## src/rtl/aib_avmm_cfg_master.sv

```systemverilog
// aib_avmm_cfg_master: queued AVMM config master, one transaction outstanding; read timeout optional via AVMM_RD_TIMEOUT_EN
module aib_avmm_cfg_master #(
  parameter int CMD_DEPTH   = 4,
  parameter int TIMEOUT_CYC = 255
) (
  input  logic        i_cfg_avmm_clk,
  input  logic        i_cfg_avmm_rst,
  input  logic        i_cmd_valid,
  input  logic        i_cmd_write,
  input  logic [16:0] i_cmd_addr,
  input  logic [3:0]  i_cmd_byte_en,
  input  logic [31:0] i_cmd_wdata,
  output logic        o_cmd_ready,
  output logic        o_cfg_avmm_write,
  output logic        o_cfg_avmm_read,
  output logic [16:0] o_cfg_avmm_addr,
  output logic [3:0]  o_cfg_avmm_byte_en,
  output logic [31:0] o_cfg_avmm_wdata,
  input  logic        i_cfg_avmm_waitreq,
  input  logic        i_cfg_avmm_rdatavld,
  input  logic [31:0] i_cfg_avmm_rdata,
  output logic        o_rsp_valid,
  output logic [31:0] o_rsp_data,
  output logic        o_rsp_err,
  output logic        o_busy
);
  localparam int PW = (CMD_DEPTH > 1) ? $clog2(CMD_DEPTH) : 1;
  localparam int CW = PW + 1;
  localparam logic [CW-1:0] DEPTH = CW'(CMD_DEPTH);
  typedef enum logic [1:0] {IDLE, XFER, RDWAIT} state_t;
  state_t state, state_nxt;
  logic [53:0] mem [CMD_DEPTH];
  logic [53:0] head;
  logic [PW-1:0] wr_ptr, rd_ptr;
  logic [CW-1:0] count;
  logic push, pop, accept, rsp_ok, tmo;
  assign o_cmd_ready = count < DEPTH;
  assign push = i_cmd_valid && o_cmd_ready;
  assign pop = state == IDLE && count != '0;
  assign head = mem[rd_ptr];
  assign accept = state == XFER && !i_cfg_avmm_waitreq;
  assign rsp_ok = state == RDWAIT && i_cfg_avmm_rdatavld;
  assign o_busy = state != IDLE || count != '0;
  // Command storage: {write, addr, byte_en, wdata}
  always_ff @(posedge i_cfg_avmm_clk)
    if (push) mem[wr_ptr] <= {i_cmd_write, i_cmd_addr, i_cmd_byte_en, i_cmd_wdata};
  // FIFO pointers wrap naturally at the power-of-two depth
  always_ff @(posedge i_cfg_avmm_clk or posedge i_cfg_avmm_rst)
    if (i_cfg_avmm_rst) begin
      wr_ptr <= '0;
      rd_ptr <= '0;
      count  <= '0;
    end else begin
      if (push) wr_ptr <= wr_ptr + 1'b1;
      if (pop) rd_ptr <= rd_ptr + 1'b1;
      count <= count + CW'(push) - CW'(pop);
    end
`ifdef AVMM_RD_TIMEOUT_EN
  localparam logic [15:0] TMO_LAST = 16'(TIMEOUT_CYC - 1);
  logic [15:0] tmo_cnt;
  assign tmo = state == RDWAIT && !i_cfg_avmm_rdatavld && tmo_cnt == TMO_LAST;
  // Wait counter restarts on acceptance and ticks once per RDWAIT cycle
  always_ff @(posedge i_cfg_avmm_clk or posedge i_cfg_avmm_rst)
    if (i_cfg_avmm_rst) tmo_cnt <= '0;
    else if (accept) tmo_cnt <= '0;
    else if (state == RDWAIT) tmo_cnt <= tmo_cnt + 16'd1;
  // Error flag rides along with the timeout response pulse only
  always_ff @(posedge i_cfg_avmm_clk or posedge i_cfg_avmm_rst)
    if (i_cfg_avmm_rst) o_rsp_err <= 1'b0;
    else o_rsp_err <= tmo;
`else
  assign tmo = 1'b0;
  assign o_rsp_err = 1'b0;
`endif
  // State register
  always_ff @(posedge i_cfg_avmm_clk or posedge i_cfg_avmm_rst)
    if (i_cfg_avmm_rst) state <= IDLE;
    else state <= state_nxt;
  // Next state: issue from IDLE, complete in XFER, reads wait for data in RDWAIT
  always_comb begin
    state_nxt = state;
    case (state)
      IDLE:    if (count != '0) state_nxt = XFER;
      XFER:    if (!i_cfg_avmm_waitreq) state_nxt = o_cfg_avmm_write ? IDLE : RDWAIT;
      RDWAIT:  if (rsp_ok || tmo) state_nxt = IDLE;
      default: state_nxt = IDLE;
    endcase
  end
  // AVMM master outputs held from pop until the slave accepts; response capture
  always_ff @(posedge i_cfg_avmm_clk or posedge i_cfg_avmm_rst)
    if (i_cfg_avmm_rst) begin
      o_cfg_avmm_write   <= 1'b0;
      o_cfg_avmm_read    <= 1'b0;
      o_cfg_avmm_addr    <= '0;
      o_cfg_avmm_byte_en <= '0;
      o_cfg_avmm_wdata   <= '0;
      o_rsp_valid        <= 1'b0;
      o_rsp_data         <= '0;
    end else begin
      o_rsp_valid <= rsp_ok || tmo;
      if (pop) begin
        o_cfg_avmm_write <= head[53];
        o_cfg_avmm_read  <= !head[53];
        {o_cfg_avmm_addr, o_cfg_avmm_byte_en, o_cfg_avmm_wdata} <= head[52:0];
      end else if (accept) begin
        o_cfg_avmm_write <= 1'b0;
        o_cfg_avmm_read  <= 1'b0;
      end
      if (rsp_ok || tmo) o_rsp_data <= rsp_ok ? i_cfg_avmm_rdata : 32'h0;
    end
endmodule
```

## config.mk

```make
export PLATFORM = sky130hd
export DESIGN_NAME = aib_avmm_cfg_master
export DESIGN_NICKNAME = d
export VERILOG_FILES = /design/src/rtl/aib_avmm_cfg_master.sv
export SDC_FILE = /design/constraint.sdc
export NUM_CORES = 1
export LEC_CHECK = 0
export ABC_AREA = 1
export CORE_ASPECT_RATIO = 1.75
export CORE_MARGIN = 3
export CORE_UTILIZATION = 59
export CTS_CLUSTER_SIZE = 20
export DETAILED_ROUTE_END_ITERATION = 10
export PLACE_DENSITY = 0.88
export SLEW_MARGIN = 5
export SYNTH_ARGS = -nofsm -noshare
export SYNTH_HDL_FRONTEND = slang
export SYNTH_SLANG_ARGS = --single-unit
```

## constraint.sdc

```tcl
create_clock -name i_cfg_avmm_clk -period 8.9 [get_ports i_cfg_avmm_clk]
set_clock_uncertainty 0.05 [all_clocks]
set_input_delay 1.335 -clock i_cfg_avmm_clk [delete_from_list [all_inputs] [get_ports i_cfg_avmm_clk]]
set_output_delay 1.335 -clock i_cfg_avmm_clk [all_outputs]
set_load 0.05 [all_outputs]
```

# == Word-level counts from Yosys, hierarchy flattened ==
# Memory sizes are Yosys's and may differ from the RTL's.
# Index checks and enable logic that the tools add are counted.
# totals
elab_cells,44
latch_bits,0
output_inout_bits,91
input_bits,91
rom_bits,0
ff_bits,97
mem_count,1
ramBits,216
# op_classes
mux,10
mul,0
div,0
eq_ne,5
n_addsub,4
magnitude_cmp,1
n_reduce_logical,12
shift,0
bitwise,0
# memory_table
memory,depth,width,read_ports,rd_ports_with_merged_regs,wr,line,source
mem,4,54,1,0,1,32,logic [53:0] mem [CMD_DEPTH];
# ops
cell,n
$mux 2,4
$pmux 2 s3,1
$mux 1,5
$add 2x1->2 const B,2
$logic_and 1x1->1,4
$ne 2x2->1 const B,2
$reduce_bool 2->1,2
$add 3x1->3,1
$lt 3x3->1 const B,1
$reduce_and 3->1,1
$reduce_bool 3->1,1
$sub 3x1->3,1
$eq 2x1->1 const B,1
$eq 2x2->1 const B,1
$logic_not 1->1,2
$logic_not 2->1,1
$ne 2x1->1 const B,1
$logic_or 1x1->1,1

# == Longest topological paths before layout ==
# Gate-level depths: netlist of the first run.
# depth
depth_word,4
mapped_depth,11
depth_no_buf,10

# == Worst setup path after synthesis of the first run ==
# OpenSTA, ideal clock, no wires.
# synth_path
path_kind,input to register
from,in i_cmd_valid
to,mem mem[0][0] (enable)
t_arrival_ns,3.792
required_time_ns,8.384
path_slack_ns,4.592
stages,2
setup_ns,0.466
path_buffers,0
path_cell_list,nand2_1 nor2_1
# synth_between
elab_chain_len,3
# synth_rtl
element,line,source
start: declaration,8,"input logic i_cmd_valid,"
$logic_and 1x1->1,38,assign push = i_cmd_valid && o_cmd_ready;
$mux 1,46,"if (push) mem[wr_ptr] <= {i_cmd_write, i_cmd_addr, i_cmd_byte_en, i_cmd_wdata};"
$mux 1 (implied by the code),46,
end: declaration,32,
# No other way between the ends.

# == Worst setup path after layout of the first run ==
# layout_path
from,reg rd_ptr[0]
to,reg o_cfg_avmm_wdata[7]
# layout_between
elab_chain_len,1
# layout_rtl
element,line,source
start: declaration,34,"logic [PW-1:0] wr_ptr, rd_ptr;"
start signal: assignment,55,if (pop) rd_ptr <= rd_ptr + 1'b1;
$mem_v2 4x54,n/a,
end signal: assignment,104,"{o_cfg_avmm_addr, o_cfg_avmm_byte_en, o_cfg_avmm_wdata} <= head[52:0];"
end: declaration,18,"output logic [31:0] o_cfg_avmm_wdata,"
# No other way between the ends.
# A chain may end at the register's enable or synchronous reset.

==> summary.md, run 1 <==
| Metric | Value |
|---|---|
| Area leader, netlist | `edfxtp_1` |
| Critical path class | `flip-flop to flip-flop` |
| CP required | `9310 ps` |
| Final Setup Violations | `0` |
| Via/cell ratio | `5.12` |
| Fraction of layout cells with a size suffix above 1 | `4.53%` |
| Synthesized area per cell | `10.1 sq um` |
| Area share of the largest cell type after synthesis | `50.4%` |
| Port Buf Inserts | `180` |
| Final hold vios | `0` |
| Max-slew violation total from the final report | `0` |
| FF-to-FF setup slack | `5370 ps` |
| Die Wd | `118 microns` |
| Clk_lat worst skew | `530 ps` |
| Syn nets | `1370` |
| First-pass GRT wire length | `45700 microns` |
| Worst VDD drop | `0.000203 V` |
| Slew margin rel. | `16.4%` |
| Core area | `0.0212 sq mm` |
| GPL Wtd Cong | `0.752` |
| Final worst-path setup slack | `5370 ps` |
| Fillcell total | `1347` |
| Sw Share | `41.5%` |
| Area Growth Syn to Fin | `22.8%` |
| Root Buffer | `clkbuf_16` |
| Final worst path period need | `3530 ps` |
| Power density cells | `369 mW/mm^2` |
| Die Ht | `201 microns` |
| Worst setup EP type | `flip-flop` |
| Die ar. | `0.0237 sq mm` |
| Post-synthesis cell count | `1272` |
| Outcome | `complete, no violations` |
| Seq/Total Area, Yosys | `69.3%` |
| CTS buffer count | `27` |
| Register bit total from synthesis | `313` |
| DR WL/cell | `16.2 microns` |
| Pleak | `7.34 nW` |
| Synthesized area | `0.0129 sq mm` |
| # rows | `70` |
| Crit-path max cell delay | `1240 ps` |
| CP max FO | `110` |
| Worst hold path class | `flip-flop to flip-flop` |
| Grt ovf | `0` |
| HPWL Detailed | `16300 microns` |
| # nets final | `1534` |
| GR Util All Layers | `23.8%` |
| Hold WS | `425 ps` |
| Pint | `0.00341 W` |
| Initial Util | `60.7%` |
| Via count of the first global-routing pass | `9565` |
| Max_cap viols | `0` |
| ANT nets after route | `0` |
| Drt pass-1 iters | `5` |
| Cell Chain, Critical Path | `clkinv_2 -> buf_4 -> nand2_1 -> nand3_1 -> nand2_1 -> nand2_1 -> nand2_1` |
| DRC | `0` |
| Crit path DAT | `3940 ps` |
| Unrepaired setup endpoints after global routing | `no` |
| Crit-path slowest cell | `dfrtp_4` |
| Largest cells by area after synthesis | `edfxtp_1 (50%), dfrtp_1 (19%), nand2_1 (16%), inv_1 (6.7%), nand3_1 (4.4%)` |
| Pin count of the biggest net entering global routing | `111` |
| Sequential power share | `37.2%` |
| Post-Route Utilization | `74.5%` |
| Clk pin slew, worst setup/hold paths | `60 ps` |
| Period utilization | `39.7%` |
| Antenna violations before repair | `2` |
| CTS tree | `done` |
| FMAX | `283 MHz` |
| DP Worst Slack | `5210 ps` |
| Vias post-DR | `8949` |
| Setup crit start kind | `flip-flop` |
| H-tree depth | `1` |
| Clk sinks | `313` |
| Post-route setup TNS | `0 ps` |
| Deepest clock path buffer count | `3` |
| # resized after CTS | `0` |
| IO Count | `182` |
| Detailed Route WL | `28300 microns` |
| Most used cell, CP | `nand2_1` |
| Post-CTS setup buffers | `0` |
| Hold buffer count at CTS | `0` |
| Yosys warning total | `0` |
| DR iter-0 viols | `712` |
| Comb pwr share | `41.4%` |
| Clock share of power | `21.4%` |
| Measured slew at the worst slew-check pin | `1250 ps` |
| Net switching power figure | `0.00242 W` |
| Synth unique cells | `24` |
-- synthesized netlist by cell type --
master / n
nand3_1: 113
o21ai_0: 1
inv_2: 6
buf_1: 2
buf_4: 10
buf_6: 3
inv_1: 228
nor2_1: 6
buf_2: 23
conb_1: 1
nand3_2: 1
nand2_2: 1
a21oi_2: 1
o31ai_1: 1
nand2_1: 533
dfrtp_1: 97
clkbuf_1: 15
a21oi_1: 1
xnor2_1: 2
xor2_1: 3
o22ai_1: 1
fa_1: 1
edfxtp_1: 216
ha_1: 6
-- worst max-delay path: cells and delay by family, from the launching register on --
kind,cells,cell delay (ps)
simple gates,5,570
flops,1,1240
buf+inv,2,1530
-- logic make-up after synthesis --
group,synth area share [%]
AOI/OAI and AO/OA,0.253
and+or+nand+nor,20.3
adders and majority gates,0.739
xor gates and xnor gates,0.341
DFF,69.3
buffers and inverters,9.07
other,0.0292
-- cell usage in the layout (no fill, tap or decap), types with 2 or more instances in the layout --
cell | Yosys | layout
buf_4 | 10 | 8
bufinv_16 | 0 | 6
clkbuf_1 | 15 | 4
clkbuf_16 | 0 | 27
clkdlybuf4s50_1 | 0 | 180
clkinv_1 | 0 | 3
clkinv_2 | 0 | 4
clkinvlp_4 | 0 | 2
dfrtp_1 | 97 | 95
diode_2 | 0 | 3
edfxtp_1 | 216 | 216
ha_1 | 6 | 6
inv_1 | 228 | 227
inv_2 | 6 | 5
nand2_1 | 533 | 533
nand3_1 | 113 | 113
nor2_1 | 6 | 2
nor2_4 | 0 | 4
xnor2_1 | 2 | 2
xor2_1 | 3 | 3
-- sequential cells by signal, summed over array words and instances, names as in the netlist, 3 cells and up --
register and flops:
o_rsp_data 32, o_cfg_avmm_byte_en 4, mem 216, count 3, o_cfg_avmm_addr 17, o_cfg_avmm_wdata 32
-- stage by stage --
| stage | area, sq um | power (W) | instances |
|---|---|---|---|
| detailed placement | 14800 | 0.00459 | 1695 |
| floorplan | 12900 | 0.00384 | 1272 |
| global route | 15800 | 0.00614 | 1747 |
| global placement | 14800 | 0.00451 | 1695 |
| finish | 15800 | 0.00583 | 1747 |
| CTS | 15800 | 0.00586 | 1744 |
-- per-layer routing --
metal  share of wire [%]  routed length, microns  track usage [%]  vias to the layer above
li1                    -                       -                -                     4248
met1                  36                   10300             26.4                     4241
met2                  54                   15300             44.3                      397
met3                 6.2                    1750             3.18                       63
met4                 3.2                     911             11.7                        0
met5                   0                       0                0                        -
-- power groups by stage --
| stage | clock (W) | sequential, W | combinational (W) |
|---|---|---|---|
| 2_1_floorplan | 0 | 0.00275 | 0.00109 |
| 3_3_place_gp | 0 | 0.00217 | 0.00233 |
| 3_5_place_dp | 0 | 0.00219 | 0.00240 |
| 4_1_cts | 0.00126 | 0.00217 | 0.00243 |
| 5_1_grt | 0.00132 | 0.00221 | 0.00262 |
| 6_report | 0.00124 | 0.00217 | 0.00241 |
-- cell type report --
class	instances	area, sq um	share of cell area [%]
Sequential cell	313	8920	56.5
Inverter	234	882	5.58
Tap cell	288	360	2.28
Clock inverter	17	244	1.54
Timing Repair Buffer	188	1860	11.8
Antenna cell	3	7.51	0.0475
Clock buffer	32	704	4.46
Multi-Input combinational cell	672	2820	17.8
-- final timing paths --
kind / startpoint / to / cells after the start
max: rd_ptr[0] / o_cfg_avmm_wdata[7] / 7
min: o_cfg_avmm_wdata[3] / o_cfg_avmm_wdata[3] / 2
max reg2reg: rd_ptr[0] / o_cfg_avmm_wdata[7] / 7
min reg2reg: o_cfg_avmm_wdata[3] / o_cfg_avmm_wdata[3] / 2
max in group asynchronous: i_cfg_avmm_rst / o_cfg_avmm_wdata[15] / 3
min in group asynchronous: i_cfg_avmm_rst / o_rsp_data[5] / 2
Note: power is estimated with default switching activity, not from simulation.
==> run 2: changes to the inputs <==
- CORE_UTILIZATION: 59 -> 49
- PLACE_DENSITY: 0.88 -> 0.79
- clock period: 8.9 -> 2.85 ns (I/O delays scaled with it)
==> run 2 against run 1 <==
Effect of this change:
- clock power rose to 3.0 times the previous value
- register-to-register slack got worse by 4600 ps
- die area is 20% higher
- critical path type is now flip-flop to primary output
- critical path depth down 2
- largest power group unchanged
- sequential share of layout area fell by 0.52 points
- worst setup slack got worse by 5100 ps
- global-route usage shrank 3.9 points
- combinational power increased to 3.3 times the previous value
==> summary.md, run 2 (synthesized netlist as in run 1, its figures left out) <==
| Metric | Value |
|---|---|
| GR Util All Layers | `19.8% (was 23.8%)` |
| Pint | `0.0106 W (was 0.00341 W)` |
| Grt ovf | `0 (unchanged)` |
| # nets final | `1544 (was 1534)` |
| Met2 wire length | `15200 microns (was 15300 microns)` |
| DP Worst Slack | `430 ps (was 5210 ps)` |
| # rows | `77 (was 70)` |
| Detailed Route WL | `27900 microns (was 28300 microns)` |
| Fraction of layout cells with a size suffix above 1 | `5.25% (was 4.53%)` |
| Root Buffer | `clkbuf_16 (unchanged)` |
| Die ar. | `0.0283 sq mm (was 0.0237 sq mm)` |
| DRC | `0 (unchanged)` |
| Final worst-path setup slack | `253 ps (was 5370 ps)` |
| Setup crit start kind | `flip-flop (unchanged)` |
| Post-route setup TNS | `0 ps (unchanged)` |
| Initial Util | `50.4% (was 60.7%)` |
| Post-route insts no fill | `1783 (was 1747)` |
| Metal-1 WL | `10300 microns (about the same)` |
| Power density cells | `1130 mW/mm^2 (was 369 mW/mm^2)` |
| Net switching power figure | `0.00753 W (was 0.00242 W)` |
| Outcome | `complete, no violations (unchanged)` |
| Port Buf Inserts | `180 (unchanged)` |
| Final Setup Violations | `0 (unchanged)` |
| IO Count | `182 (unchanged)` |
| Unrepaired setup endpoints after global routing | `no (unchanged)` |
| Max-slew violation total from the final report | `0 (unchanged)` |
| Hold buffer count at CTS | `0 (unchanged)` |
| WL met3 | `1670 microns (was 1750 microns)` |
| Final Power | `0.0181 W (was 0.00583 W)` |
| H-tree depth | `1 (unchanged)` |
| Post-CTS setup buffers | `0 (unchanged)` |
| Most frequent cells in the layout | `nand2_1 (533), inv_1 (227), edfxtp_1 (216), clkdlybuf4s50_1 (180), nand3_1 (113) (unchanged)` |
| Period utilization | `91.1%` |
| Clk pin slew, worst setup/hold paths | `70 ps (was 60 ps)` |
| Drt pass-1 iters | `5 (unchanged)` |
| CP max FO | `4 (was 110)` |
| Pleak | `7.39 nW (was 7.34 nW)` |
| Critical path class | `flip-flop to primary output (was flip-flop to flip-flop)` |
| Sequential power share | `36.0% (was 37.2%)` |
| DR WL/cell | `15.6 microns (was 16.2 microns)` |
| Via count of the first global-routing pass | `8848 (was 9565)` |
| Pin count of the biggest net entering global routing | `110 (was 111)` |
| Final worst path period need | `2600 ps` |
| Area Growth Syn to Fin | `24.0% (was 22.8%)` |
| HPWL Detailed | `17000 microns (was 16300 microns)` |
| Slew margin rel. | `49.8% (was 16.4%)` |
| Worst setup EP type | `primary output (was flip-flop)` |
| Via/cell ratio | `4.88 (was 5.12)` |
| Clock share of power | `20.6% (was 21.4%)` |
| Commonest non-fill, non-tap cell in the layout | `nand2_1 (unchanged)` |
| CTS tree | `done (unchanged)` |
| CP required | `2370 ps (was 9310 ps)` |
| Max FFs per register | `216 (unchanged)` |
| ANT nets after route | `0 (unchanged)` |
| Top flop regs | `mem (216), o_cfg_avmm_wdata (32), o_rsp_data (32) (unchanged)` |
| Measured slew at the worst slew-check pin | `753 ps (was 1250 ps)` |
| Biggest register | `mem (unchanged)` |
| Placed Cells | `1733 (was 1695)` |
| GPL Wtd Cong | `0.753 (was 0.752)` |
| Clk sinks | `313 (unchanged)` |
| Sw Share | `41.6% (was 41.5%)` |
| Die Wd | `128 microns (was 118 microns)` |
| N_diodes | `0 (was 3)` |
| DR iter-0 viols | `561 (was 712)` |
| Clk_lat worst skew | `550 ps (was 530 ps)` |
| FMAX | `385 MHz` |
| Post-Route Utilization | `62.5% (was 74.5%)` |
| Final hold vios | `0 (unchanged)` |
| Worst VDD drop | `0.000810 V (was 0.000203 V)` |
| Vias post-DR | `8699 (was 8949)` |
| # resized after CTS | `0 (unchanged)` |
| Top Metal Used | `met5 (was met4)` |
| CTS buffer count | `27 (unchanged)` |
| Antenna violations before repair | `1 (was 2)` |
| Worst hold path class | `input port to async pin (was flip-flop to flip-flop)` |
| Core area | `0.0255 sq mm (was 0.0212 sq mm)` |
| First-pass GRT wire length | `44600 microns (was 45700 microns)` |
| Max_cap viols | `0 (unchanged)` |
| Deepest clock path buffer count | `3 (unchanged)` |
| Die Ht | `220 microns (was 201 microns)` |
| Crit path DAT | `2120 ps (was 3940 ps)` |
| Comb pwr share | `43.5% (was 41.4%)` |
==> run 2: changes by cell type in the layout (fill, tap and decap cells not counted), moves of 2 or more <==
cell	previous run	this run
bufinv_16	6	3
clkbuf_1	4	6
inv_6	1	3
clkinvlp_4	2	5
buf_12	0	7
clkbuf_8	1	3
diode_2	3	0
buf_4	8	11
clkinv_1	3	1
==> run 2: layout make-up <==
type | count | area (sq um)
Inverter | 234 | 883
Clock buffer | 36 | 739
Fill cell | 1926 | 9590
Tap cell | 316 | 395
Timing Repair Buffer | 198 | 2020
Sequential cell | 313 | 8920
Clock inverter | 14 | 165
Multi-Input combinational cell | 672 | 2820
==> run 2: stage by stage <==
step           hold WS [ps]  area (sq um)
2_1_floorplan           429         12900
3_3_place_gp            411         15000
3_5_place_dp            414         15000
4_1_cts                 338         15900
5_1_grt                 373         15900
6_report                325         15900
==> run 2: path summary, 6_finish.rpt <==
check                                          to  cells past startpoint  slack (ps)                  from
min                           o_cfg_avmm_wdata[0]                      3         330        i_cfg_avmm_rst
max reg2reg                              count[2]                      9         730              count[1]
min in group i_cfg_avmm_clk        o_rsp_data[22]                      3         360  i_cfg_avmm_rdata[22]
max                                        o_busy                      5         250              state[1]
max in group asynchronous    o_cfg_avmm_wdata[26]                      3        1970        i_cfg_avmm_rst
min reg2reg                        o_rsp_data[22]                      2         430        o_rsp_data[22]
==> run 2: power groups by stage <==
stage	clock (W)	combinational (W)	sequential, W
2_1_floorplan	0	0.00340	0.00860
6_report	0.00372	0.00786	0.00650
3_3_place_gp	0	0.00776	0.00656
3_5_place_dp	0	0.00792	0.00659
5_1_grt	0.00400	0.00861	0.00661
4_1_cts	0.00382	0.00798	0.00651
==> run 2: routing by layer <==
metal	track usage, %	vias up
met4	6.52	2
met2	37.2	278
met5	0	-
li1	-	4262
met3	2.63	42
met1	23.1	4115
==> run 2: worst max-delay path: stages (launching register included) <==
cell             delay [ps]
dfrtp_1                 420
inv_2                    60
nand2_1                 160
inv_2                    60
nand3_1                  60
clkdlybuf4s50_1         810
